[config.mk]
export PLATFORM = sky130hd
export DESIGN_NAME = phase_shift_ctrl
export DESIGN_NICKNAME = d
export VERILOG_FILES = /design/src/rtl/phase_shift_ctrl.sv
export SDC_FILE = /design/constraint.sdc
export NUM_CORES = 1
export LEC_CHECK = 0
export CORE_MARGIN = 4
export CORE_UTILIZATION = 50
export DETAILED_ROUTE_END_ITERATION = 12
export PLACE_DENSITY = 0.73
export RECOVER_POWER = 100
export SETUP_SLACK_MARGIN = 0.1
export SLEW_MARGIN = 20
export SYNTH_ARGS = -nofsm -noshare
export SYNTH_HDL_FRONTEND = slang
export SYNTH_SLANG_ARGS = --single-unit
[constraint.sdc]
create_clock -name eclk -period 5.85 [get_ports eclk]
set_clock_uncertainty 0.15 [all_clocks]
set_input_delay 0.8775 -clock eclk [delete_from_list [all_inputs] [get_ports eclk]]
set_output_delay 0.8775 -clock eclk [all_outputs]
set_load 0.1 [all_outputs]
[src/rtl/phase_shift_ctrl.sv]
// rtl/phase_shift_ctrl.sv - phi0->phi2 delay-loop controller driving the DCM_SP variable phase-shift port
//
// Purpose:
//   Takes signed phase-error measurements from the clock-difference stage and
//   steps the DCM_SP phase (PSEN/PSINCDEC/PSDONE) until the error sits inside a
//   deadband, then reports lock. Everything runs on eclk.
//
// Ports:
//   eclk         in   1   emulation clock, all logic on posedge
//   ereset_n     in   1   asynchronous active-low reset
//   enable       in   1   loop enable; low = no new bursts, clears locked
//   diff_valid   in   1   1-cycle strobe, diffticks holds a new measurement
//   diffticks    in   16  signed error; >0 = phi2 early -> increment phase
//   psdone       in   1   DCM_SP PSDONE pulse
//   psen         out  1   DCM_SP PSEN pulse
//   psincdec     out  1   DCM_SP PSINCDEC, 1 = increment
//   phase_pos    out  10  signed accumulated phase steps applied
//   locked       out  1   loop in lock
//   at_limit     out  1   last step blocked by PS_LIMIT (sticky until a step succeeds)
//   timeout_err  out  1   psdone never arrived; sticky until reset
//   busy         out  1   controller not idle

module phase_shift_ctrl #(
    parameter int DEADBAND    = 2,
    parameter int GAIN_SHIFT  = 1,
    parameter int MAX_STEPS   = 8,
    parameter int PS_LIMIT    = 255,
    parameter int LOCK_COUNT  = 4,
    parameter int SETTLE_MEAS = 2,
    parameter int TIMEOUT     = 1023
) (
    input  logic               eclk,
    input  logic               ereset_n,
    input  logic               enable,
    input  logic               diff_valid,
    input  logic signed [15:0] diffticks,
    input  logic               psdone,
    output logic               psen,
    output logic               psincdec,
    output logic signed [9:0]  phase_pos,
    output logic               locked,
    output logic               at_limit,
    output logic               timeout_err,
    output logic               busy
);

    localparam int REM_W = $clog2(MAX_STEPS + 1);
    localparam int LCK_W = $clog2(LOCK_COUNT + 2);
    localparam int TMR_W = $clog2(TIMEOUT + 1);
    localparam int SET_W = $clog2(SETTLE_MEAS + 2);

    localparam logic [15:0]        DEADBAND_W  = 16'(DEADBAND);
    localparam logic [15:0]        MAX_STEPS_W = 16'(MAX_STEPS);
    localparam logic [REM_W-1:0]   REM_MAX     = REM_W'(MAX_STEPS);
    localparam logic [REM_W-1:0]   REM_ONE     = REM_W'(1);
    localparam logic [LCK_W-1:0]   LOCK_MAX    = LCK_W'(LOCK_COUNT);
    localparam logic [TMR_W-1:0]   TIMER_LAST  = TMR_W'(TIMEOUT - 1);
    localparam logic [SET_W-1:0]   SETTLE_LAST = SET_W'(SETTLE_MEAS - 1);
    localparam logic signed [9:0]  POS_LIM     = 10'(PS_LIMIT);
    localparam logic signed [9:0]  NEG_LIM     = -POS_LIM;

    typedef enum logic [1:0] {
        S_IDLE   = 2'd0,
        S_STEP   = 2'd1,
        S_WAIT   = 2'd2,
        S_SETTLE = 2'd3
    } state_t;

    state_t             state_q, state_d;
    logic               psen_q, psen_d;
    logic               psincdec_q, psincdec_d;
    logic signed [9:0]  phase_q, phase_d;
    logic               locked_q, locked_d;
    logic               at_limit_q, at_limit_d;
    logic               timeout_q, timeout_d;
    logic [LCK_W-1:0]   lock_cnt_q, lock_cnt_d;
    logic [REM_W-1:0]   rem_q, rem_d;
    logic               dir_q, dir_d;
    logic [TMR_W-1:0]   timer_q, timer_d;
    logic [SET_W-1:0]   settle_q, settle_d;

    // Magnitude of the error; -32768 has no positive counterpart, so saturate.
    logic [15:0] abs_d;
    logic [15:0] scaled;
    logic [REM_W-1:0] steps_req;
    logic [LCK_W-1:0] lock_cnt_sat;

    always_comb begin
        if (!diffticks[15]) begin
            abs_d = diffticks;
        end else if (diffticks == 16'sh8000) begin
            abs_d = 16'h7FFF;
        end else begin
            abs_d = 16'(-diffticks);
        end
    end

    // Requested burst length: scaled error, at least one step, never above MAX_STEPS.
    always_comb begin
        scaled = abs_d >> GAIN_SHIFT;
        if (scaled == 16'd0) begin
            steps_req = REM_ONE;
        end else if (scaled > MAX_STEPS_W) begin
            steps_req = REM_MAX;
        end else begin
            steps_req = scaled[REM_W-1:0];
        end
    end

    assign lock_cnt_sat = (lock_cnt_q >= LOCK_MAX) ? lock_cnt_q : lock_cnt_q + 1'b1;

    always_comb begin
        state_d    = state_q;
        psen_d     = 1'b0;
        psincdec_d = psincdec_q;
        phase_d    = phase_q;
        locked_d   = locked_q;
        at_limit_d = at_limit_q;
        timeout_d  = timeout_q;
        lock_cnt_d = lock_cnt_q;
        rem_d      = rem_q;
        dir_d      = dir_q;
        timer_d    = timer_q;
        settle_d   = settle_q;

        case (state_q)
            S_IDLE: begin
                if (diff_valid && enable && !timeout_q) begin
                    if (abs_d <= DEADBAND_W) begin
                        lock_cnt_d = lock_cnt_sat;
                        if (lock_cnt_sat >= LOCK_MAX) begin
                            locked_d = 1'b1;
                        end
                    end else begin
                        lock_cnt_d = '0;
                        locked_d   = 1'b0;
                        dir_d      = (diffticks > 16'sd0);
                        rem_d      = steps_req;
                        state_d    = S_STEP;
                    end
                end
            end

            S_STEP: begin
                if (!enable) begin
                    // Loop disabled before this step was issued: end the burst quietly.
                    rem_d    = '0;
                    settle_d = '0;
                    state_d  = S_SETTLE;
                end else if ((dir_q && (phase_q == POS_LIM)) ||
                             (!dir_q && (phase_q == NEG_LIM))) begin
                    at_limit_d = 1'b1;
                    rem_d      = '0;
                    settle_d   = '0;
                    state_d    = S_SETTLE;
                end else begin
                    psen_d     = 1'b1;
                    psincdec_d = dir_q;
                    timer_d    = '0;
                    state_d    = S_WAIT;
                end
            end

            S_WAIT: begin
                timer_d = timer_q + 1'b1;
                // psdone is checked first so a completion on the last timer cycle still counts.
                if (psdone) begin
                    phase_d    = dir_q ? phase_q + 10'sd1 : phase_q - 10'sd1;
                    at_limit_d = 1'b0;
                    psincdec_d = 1'b0;
                    rem_d      = rem_q - 1'b1;
                    if ((rem_q != REM_ONE) && enable) begin
                        state_d = S_STEP;
                    end else begin
                        settle_d = '0;
                        state_d  = S_SETTLE;
                    end
                end else if (timer_q == TIMER_LAST) begin
                    timeout_d  = 1'b1;
                    locked_d   = 1'b0;
                    psincdec_d = 1'b0;
                    rem_d      = '0;
                    state_d    = S_IDLE;
                end
            end

            S_SETTLE: begin
                // Measurements taken across a step burst are stale; drop a fixed number.
                if (SETTLE_MEAS == 0) begin
                    state_d = S_IDLE;
                end else if (diff_valid) begin
                    if (settle_q == SETTLE_LAST) begin
                        settle_d = '0;
                        state_d  = S_IDLE;
                    end else begin
                        settle_d = settle_q + 1'b1;
                    end
                end
            end

            default: begin
                state_d = S_IDLE;
            end
        endcase

        if (!enable) begin
            locked_d = 1'b0;
        end
    end

    always_ff @(posedge eclk or negedge ereset_n) begin
        if (!ereset_n) begin
            state_q    <= S_IDLE;
            psen_q     <= 1'b0;
            psincdec_q <= 1'b0;
            phase_q    <= '0;
            locked_q   <= 1'b0;
            at_limit_q <= 1'b0;
            timeout_q  <= 1'b0;
            lock_cnt_q <= '0;
            rem_q      <= '0;
            dir_q      <= 1'b0;
            timer_q    <= '0;
            settle_q   <= '0;
        end else begin
            state_q    <= state_d;
            psen_q     <= psen_d;
            psincdec_q <= psincdec_d;
            phase_q    <= phase_d;
            locked_q   <= locked_d;
            at_limit_q <= at_limit_d;
            timeout_q  <= timeout_d;
            lock_cnt_q <= lock_cnt_d;
            rem_q      <= rem_d;
            dir_q      <= dir_d;
            timer_q    <= timer_d;
            settle_q   <= settle_d;
        end
    end

    assign psen        = psen_q;
    assign psincdec    = psincdec_q;
    assign phase_pos   = phase_q;
    assign locked      = locked_q;
    assign at_limit    = at_limit_q;
    assign timeout_err = timeout_q;
    assign busy        = (state_q != S_IDLE);

endmodule

==> results of run 1 <==
-- final timing paths --
| path | startpoint | slack (ns) | cells after the start | end |
|---|---|---|---|---|
| min in group asynchronous | ereset_n | 0.96 | 1 | rem_q[0] |
| worst max register to register | phase_pos[2] | 2.95 | 7 | rem_q[0] |
| worst max-delay path | diffticks[0] | 1.48 | 11 | lock_cnt_q[1] |
| worst min-delay path | at_limit | 0.33 | 2 | at_limit |
| worst min register to register | at_limit | 0.33 | 2 | at_limit |
| max in group asynchronous | ereset_n | 3.46 | 1 | phase_pos[3] |
-- power breakdown --
group	switching (µW)	total (µW)	internal (µW)
sequential	97.4	433	335
combinational	761	1140	380
clock	95.0	190	95.5
-- cells in the mapped netlist, drive strengths merged, types with 3 or more instances --
cell type and n:
nand3 7, inv 20, or3 8, o21bai 5, nor3 9, nor2 28, or4 4, nand2 40
a21oi 17, o211ai 3, mux2 4, nor4b 3, xor2 7, nor4 4, nor2b 5, a32oi 3
a21o 6, dfrtp 37, ha 19, xnor2 7, clkbuf 6, o21ai 36, buf 3, o31ai 3
and3 3, nand2b 4
-- cell type report --
cell class | count | area [µm²] | area share [%]
Clock buffer | 6 | 82.6 | 2.50
Clock inverter | 2 | 13.8 | 0.417
Inverter | 20 | 75.1 | 2.28
Multi-Input combinational cell | 268 | 1760 | 53.2
Sequential cell | 37 | 926 | 28.1
Tap cell | 72 | 90.1 | 2.73
Timing Repair Buffer | 36 | 354 | 10.7
-- layer usage --
| layer | GRT usage [%] | up-vias | part of all wire, % |
|---|---|---|---|
| met4 | 5.65 | 0 | 1.5 |
| li1 | - | 1290 | - |
| met1 | 24.6 | 1216 | 48 |
| met2 | 32.7 | 65 | 47 |
| met3 | 3.37 | 10 | 3.3 |
| met5 | 0 | - | 0 |
-- worst max-delay path: stages --
cell and delay [ns]:
dlygate4sd3_1 0.62, inv_1 0.09, ha_1 0.33, or4b_1 0.49
nor4_1 0.74, o21ai_0 0.22, nand2b_1 0.14, a221oi_1 0.12
and2_0 0.30, a21o_1 0.25, a32o_1 0.20
-- cells in the final DEF (no fill, tap or decap), drive strengths merged, types with 4 or more instances in the layout --
master,count
xor2,7
nand2,40
inv,20
nor2,28
o21ai,36
a21oi,17
ha,19
nor2b,5
nor4,4
or3,8
xnor2,7
nor3,9
nand2b,4
dlygate4sd3,19
or4,4
clkbuf,7
dfrtp,37
a21o,6
mux2,4
o21bai,5
clkdlybuf4s50,16
nand3,7
-- cell families (layout without fill, tap and decap cells) --
kind of cell	Yosys count	in the layout
buf+inv	29	64
fa+ha+maj	20	20
simple gates	130	130
flops	37	37
mux	6	6
compound gates	98	98
xor+xnor	14	14
-- flip-flops by register name (all words and copies together), names as in the netlist --
| signal | cells |
|---|---|
| phase_pos | 10 |
| timer_q | 10 |
| rem_q | 4 |
| lock_cnt_q | 3 |
| settle_q | 2 |
| state_q | 2 |
| at_limit | 1 |
| dir_q | 1 |
| locked | 1 |
| psen | 1 |
| psincdec | 1 |
| timeout_err | 1 |
-- per-stage QoR --
step,cell area [µm²],instances
CTS,3320,441
finish,3300,441
global placement,3220,433
global route,3300,441
detailed placement,3220,433
floorplan,2820,334
==> results.md, run 1 <==
* RSZ-0062 raised after global routing: no
* Nets at 409
* Largest family of logic cells by synthesized area: simple AND/OR/NAND/NOR gates
* Diode count at 0
* Worst vdd ir at 0.307 mV
* Compound-cell area share of the yosys netlist at 22.6%
* Status: complete, but fails checks
* Lkg Pwr at 0.00145 µW
* Clock Sinks at 37
* Worst EP arrival at 4.39 ns
* Dpl hpwl at 4890 µm
* Via count at 2,581
* Max Fclk at 0.229 GHz
* Share of layout cells above drive strength 1 at 3.79%
* Setup CP Type: input pin to register
* Worst-Skew Late Latency at 0.30 ns
* Routability cong. at 0.887
* Hold Path Class: register to register
* Final ANT Viol Nets at 0
* Crit path capture type: register
* Synth Instances at 334
* Adder-Cell Fraction of Synth Area at 9.15%
* Ranking of synthesized cells by area: dfrtp_1, ha_1, nand2_1
* Initial antenna violation count at 0
* Min setup slack post-route at 1.48 ns
* First-pass GRT wire length at 11,100 µm
* Horiz. Die Dim at 83.1 µm
* Post-CTS sizing at 0
* WHS at 0.334 ns
* Seq cells post-synth at 37
* H-tree levels at 2
* Root buffer cell: clkbuf_8
* Starting Density at 51.5%
* Chip height at 83.1 µm
* Post-CTS Hold Buffers at 0
* PwrDens at 535 nW/µm²
* TritonCTS clock tree: done
* WL final at 6440 µm
* Vias in the first global route at 2,408
* Via/cell ratio at 5.85
* Mux cell area share after synthesis at 2.44%
* Final Max Tran Viols at 38
* Clk slew on worst S/H paths at 0.08 ns
* Maxcap violations at 1
* # port buffers at 36
* Pre-CTS WS at 1.82 ns
* Full die area at 6900 µm²
* Max clock buf depth at 2
* TNS Setup at 0 ns
* Remaining Overflow, GRT at 0
* Synth async-reset ratio at 100%
* EDFF count, synth at 0
* CP Max Fanout at 9
* Mapped Area at 2820 µm²
* Syn_area_per_cell at 8.44 µm²
* Post-synth top area share at 32.9%
* Row Count at 27
* Boundary Pins at 37
* First-pass DRT Iterations at 4
* Synth warn at 0
* Fin crit share at 74.7%
* Synth unique cells at 67
* Sequential area share after synthesis at 32.9%
* Core footprint at 5470 µm²
* Syn Nets at 375
* Ys flop type: dfrtp_1
* Worst Tran Pin Value at 1.94 ns
* Final hold viol count at 0
* Num CTS Buffers at 5
* Setup violations, final at 0
* Worst Path Required at 5.87 ns
* Setup Buffers After CTS at 0
* P&R area growth vs syn at 17.0%
* Crit path launch type: input pin
* Failing checks: capacitance limit, slew limit
* GRT Util Overall at 19.1%
* Largest net degree at the start of global routing at 38
* Rel. slew slack at -29.1%
* Layout fillers at 536
* Fin util at 60.2%
* Yosys top cell by area: dfrtp_1
* WL per Instance at 14.6 µm
* Remaining DRCs at 0
* Synth Area in XOR/XNOR at 4.35%
* Post-layout min period at 4.37 ns
* Post-Synth Simple-Gate Area at 24.3%
* Initial DRC count at 105
* Overall power at 1760 µW
(Power assumes the default switching activity.)
==> inputs of run 2 (changes only) <==
- clock period: 5.85 -> 4.6 ns (I/O delays scaled with it)
==> run 2 against run 1 <==
Against the previous run:
- the flow still finishes with violations (capacitance limit, slew limit)
- die area is the same
- global-route usage shrank 0.14 points
- register-to-register slack lost 1.2 ns
- clock-buffer cell count is the same
- clock power grew 28%
- worst setup slack lost 0.74 ns
- power grew 27%
- utilization grew 0.27 points
- combinational power grew 27%
- flip-flop and latch count is the same
- design area grew 0.46%
- largest power group unchanged
- highest routed layer unchanged
==> results.md, run 2 (synthesis results as in run 1) <==
* Core footprint at 5470 µm²
* Maxcap violations at 1
* Lkg Pwr at 0.00146 µW
* Setup CP Type: input pin to register
* TNS Setup at 0 ns
* Nets at 409
* Switch share at 54.0%
* CP max stage delay at 0.62 ns
* Vias in the first global route at 2,425
* Worst EP arrival at 3.88 ns
* Final hold viol count at 0
* Routability cong. at 0.887
* Pre-CTS WS at 0.731 ns
* Max clock buf depth at 2
* Worst Tran Pin Value at 1.97 ns
* Most Crowded Layer GR: met2
* Initial DRC count at 98
* Num CTS Buffers at 5
* Clock Sinks at 37
* Rel. slew slack at -31.4%
* Reg power frac at 24.5%
* Worst r2r path cells at 7
* Net Sw Power at 1210 µW
* Row Count at 27
* Initial antenna violation count at 0
* WHS at 0.334 ns
* Hold path cells at 2
* Chip height at 83.1 µm
* Root buffer cell: clkbuf_8
* First-pass GRT wire length at 11,000 µm
* Worst Path Required at 4.62 ns
* Via/cell ratio at 5.80
* Worst-Skew Late Latency at 0.29 ns
* CP Max Fanout at 9
* Full die area at 6900 µm²
* Post-CTS Hold Buffers at 0
* Clk slew on worst S/H paths at 0.08 ns
* Horiz. Die Dim at 83.1 µm
* Post-CTS sizing at 0
* Remaining Overflow, GRT at 0
* RSZ-0062 raised after global routing: no
* WL final at 6390 µm
* Clock power frac at 10.9%
* Setup violations, final at 0
* H-tree levels at 2
* Status: complete, but fails checks
* GRT Util Overall at 19.0%
* Final ANT Viol Nets at 0
* Fin crit share at 83.9%
* GR Util met3 at 2.98%
* Crit path capture type: register
* # port buffers at 36
* Met2 usage at 32.9%
* Boundary Pins at 37
* WL per Instance at 14.5 µm
* Dpl hpwl at 4860 µm
* Setup Buffers After CTS at 0
* Via count at 2,556
* Slowest-stage cell, CP: dlygate4sd3_1
* First-pass DRT Iterations at 5
* Worst vdd ir at 0.367 mV
* Met1 Track Usage GR at 24.2%
* TritonCTS clock tree: done
* Internal power at 1030 µW
* Max Fclk at 0.259 GHz
* Share of layout cells above drive strength 1 at 4.07%
* Remaining DRCs at 0
* Final Max Tran Viols at 38
* Failing checks: capacitance limit, slew limit
* P&R area growth vs syn at 17.5%
* Hold Path Class: register to register
* Crit path launch type: input pin
* Largest net degree at the start of global routing at 38
* PwrDens at 678 nW/µm²
* Starting Density at 51.5%
* Post-layout min period at 3.86 ns
* Min setup slack post-route at 0.738 ns
* Diode count at 0
* Most common cell after layout, fill and taps aside: nand2_1
* Most frequent cells in the layout: nand2_1, dfrtp_1, o21ai_0
* CP Cell Sequence: dlygate4sd3_1 -> inv_1 -> ha_1 -> or4b_1 -> nor4_4 -> o21ai_0 -> nand2b_1 -> a221oi_1 -> and2_0 -> a21o_1 -> a32o_1
* Gate power share at 64.6%
run 2: cell types whose count changed in the layout (fill, tap and decap cells not counted), sizes merged:
cell,change
dlygate4sd3,-1
clkdlybuf4s50,+1
run 2: final timing paths:
| kind | from | end | slack [ns] |
|---|---|---|---|
| max in group asynchronous | ereset_n | dir_q | 2.37 |
| min in group asynchronous | ereset_n | rem_q[3] | 0.79 |
| worst min register to register | at_limit | at_limit | 0.33 |
| worst max-delay path | diffticks[0] | lock_cnt_q[1] | 0.74 |
| worst max register to register | phase_pos[2] | rem_q[0] | 1.73 |
| worst min-delay path | at_limit | at_limit | 0.33 |
run 2: power groups by stage:
stage / clock network, µW / logic, µW / registers [µW]
2_1_floorplan: 0 / 783 / 916
3_3_place_gp: 0 / 1440 / 554
3_5_place_dp: 0 / 1470 / 558
4_1_cts: 250 / 1480 / 552
5_1_grt: 266 / 1600 / 569
6_report: 244 / 1450 / 550
run 2: metrics by stage:
stage	power (µW)	utilization (%)	instance area, µm²	std cells
after CTS	2280	60.6	3320	441
after global placement	2000	58.8	3220	433
after detailed placement	2030	58.8	3220	433
after floorplan	1700	-	2820	334
after global routing	2430	60.5	3310	441
final	2240	60.5	3310	441
run 2: area by class of cell:
cell class                 count  area (µm²)
fill                         529        2160
multi-input combinational    268        1770
sequential                    37         926
timing repair buffer          36         354
tap                           72        90.1
clock buffer                   6        82.6
inverter                      20        75.1
clock inverter                 2        13.8
run 2: worst max-delay path: cells and delay by family:
| kind | cells | cell delay (ns) |
|---|---|---|
| and+or+nand+nor | 4 | 1.40 |
| adders and majority gates | 1 | 0.33 |
| buffers and inverters | 2 | 0.72 |
| AOI/OAI and AO/OA | 4 | 0.75 |
run 2: routing by layer:
| metal | part of all wire (%) | vias to the layer above |
|---|---|---|
| met5 | 0 | - |
| met4 | 1.1 | 0 |
| met3 | 3.4 | 8 |
| met2 | 48 | 53 |
| met1 | 48 | 1202 |
| li1 | - | 1293 |
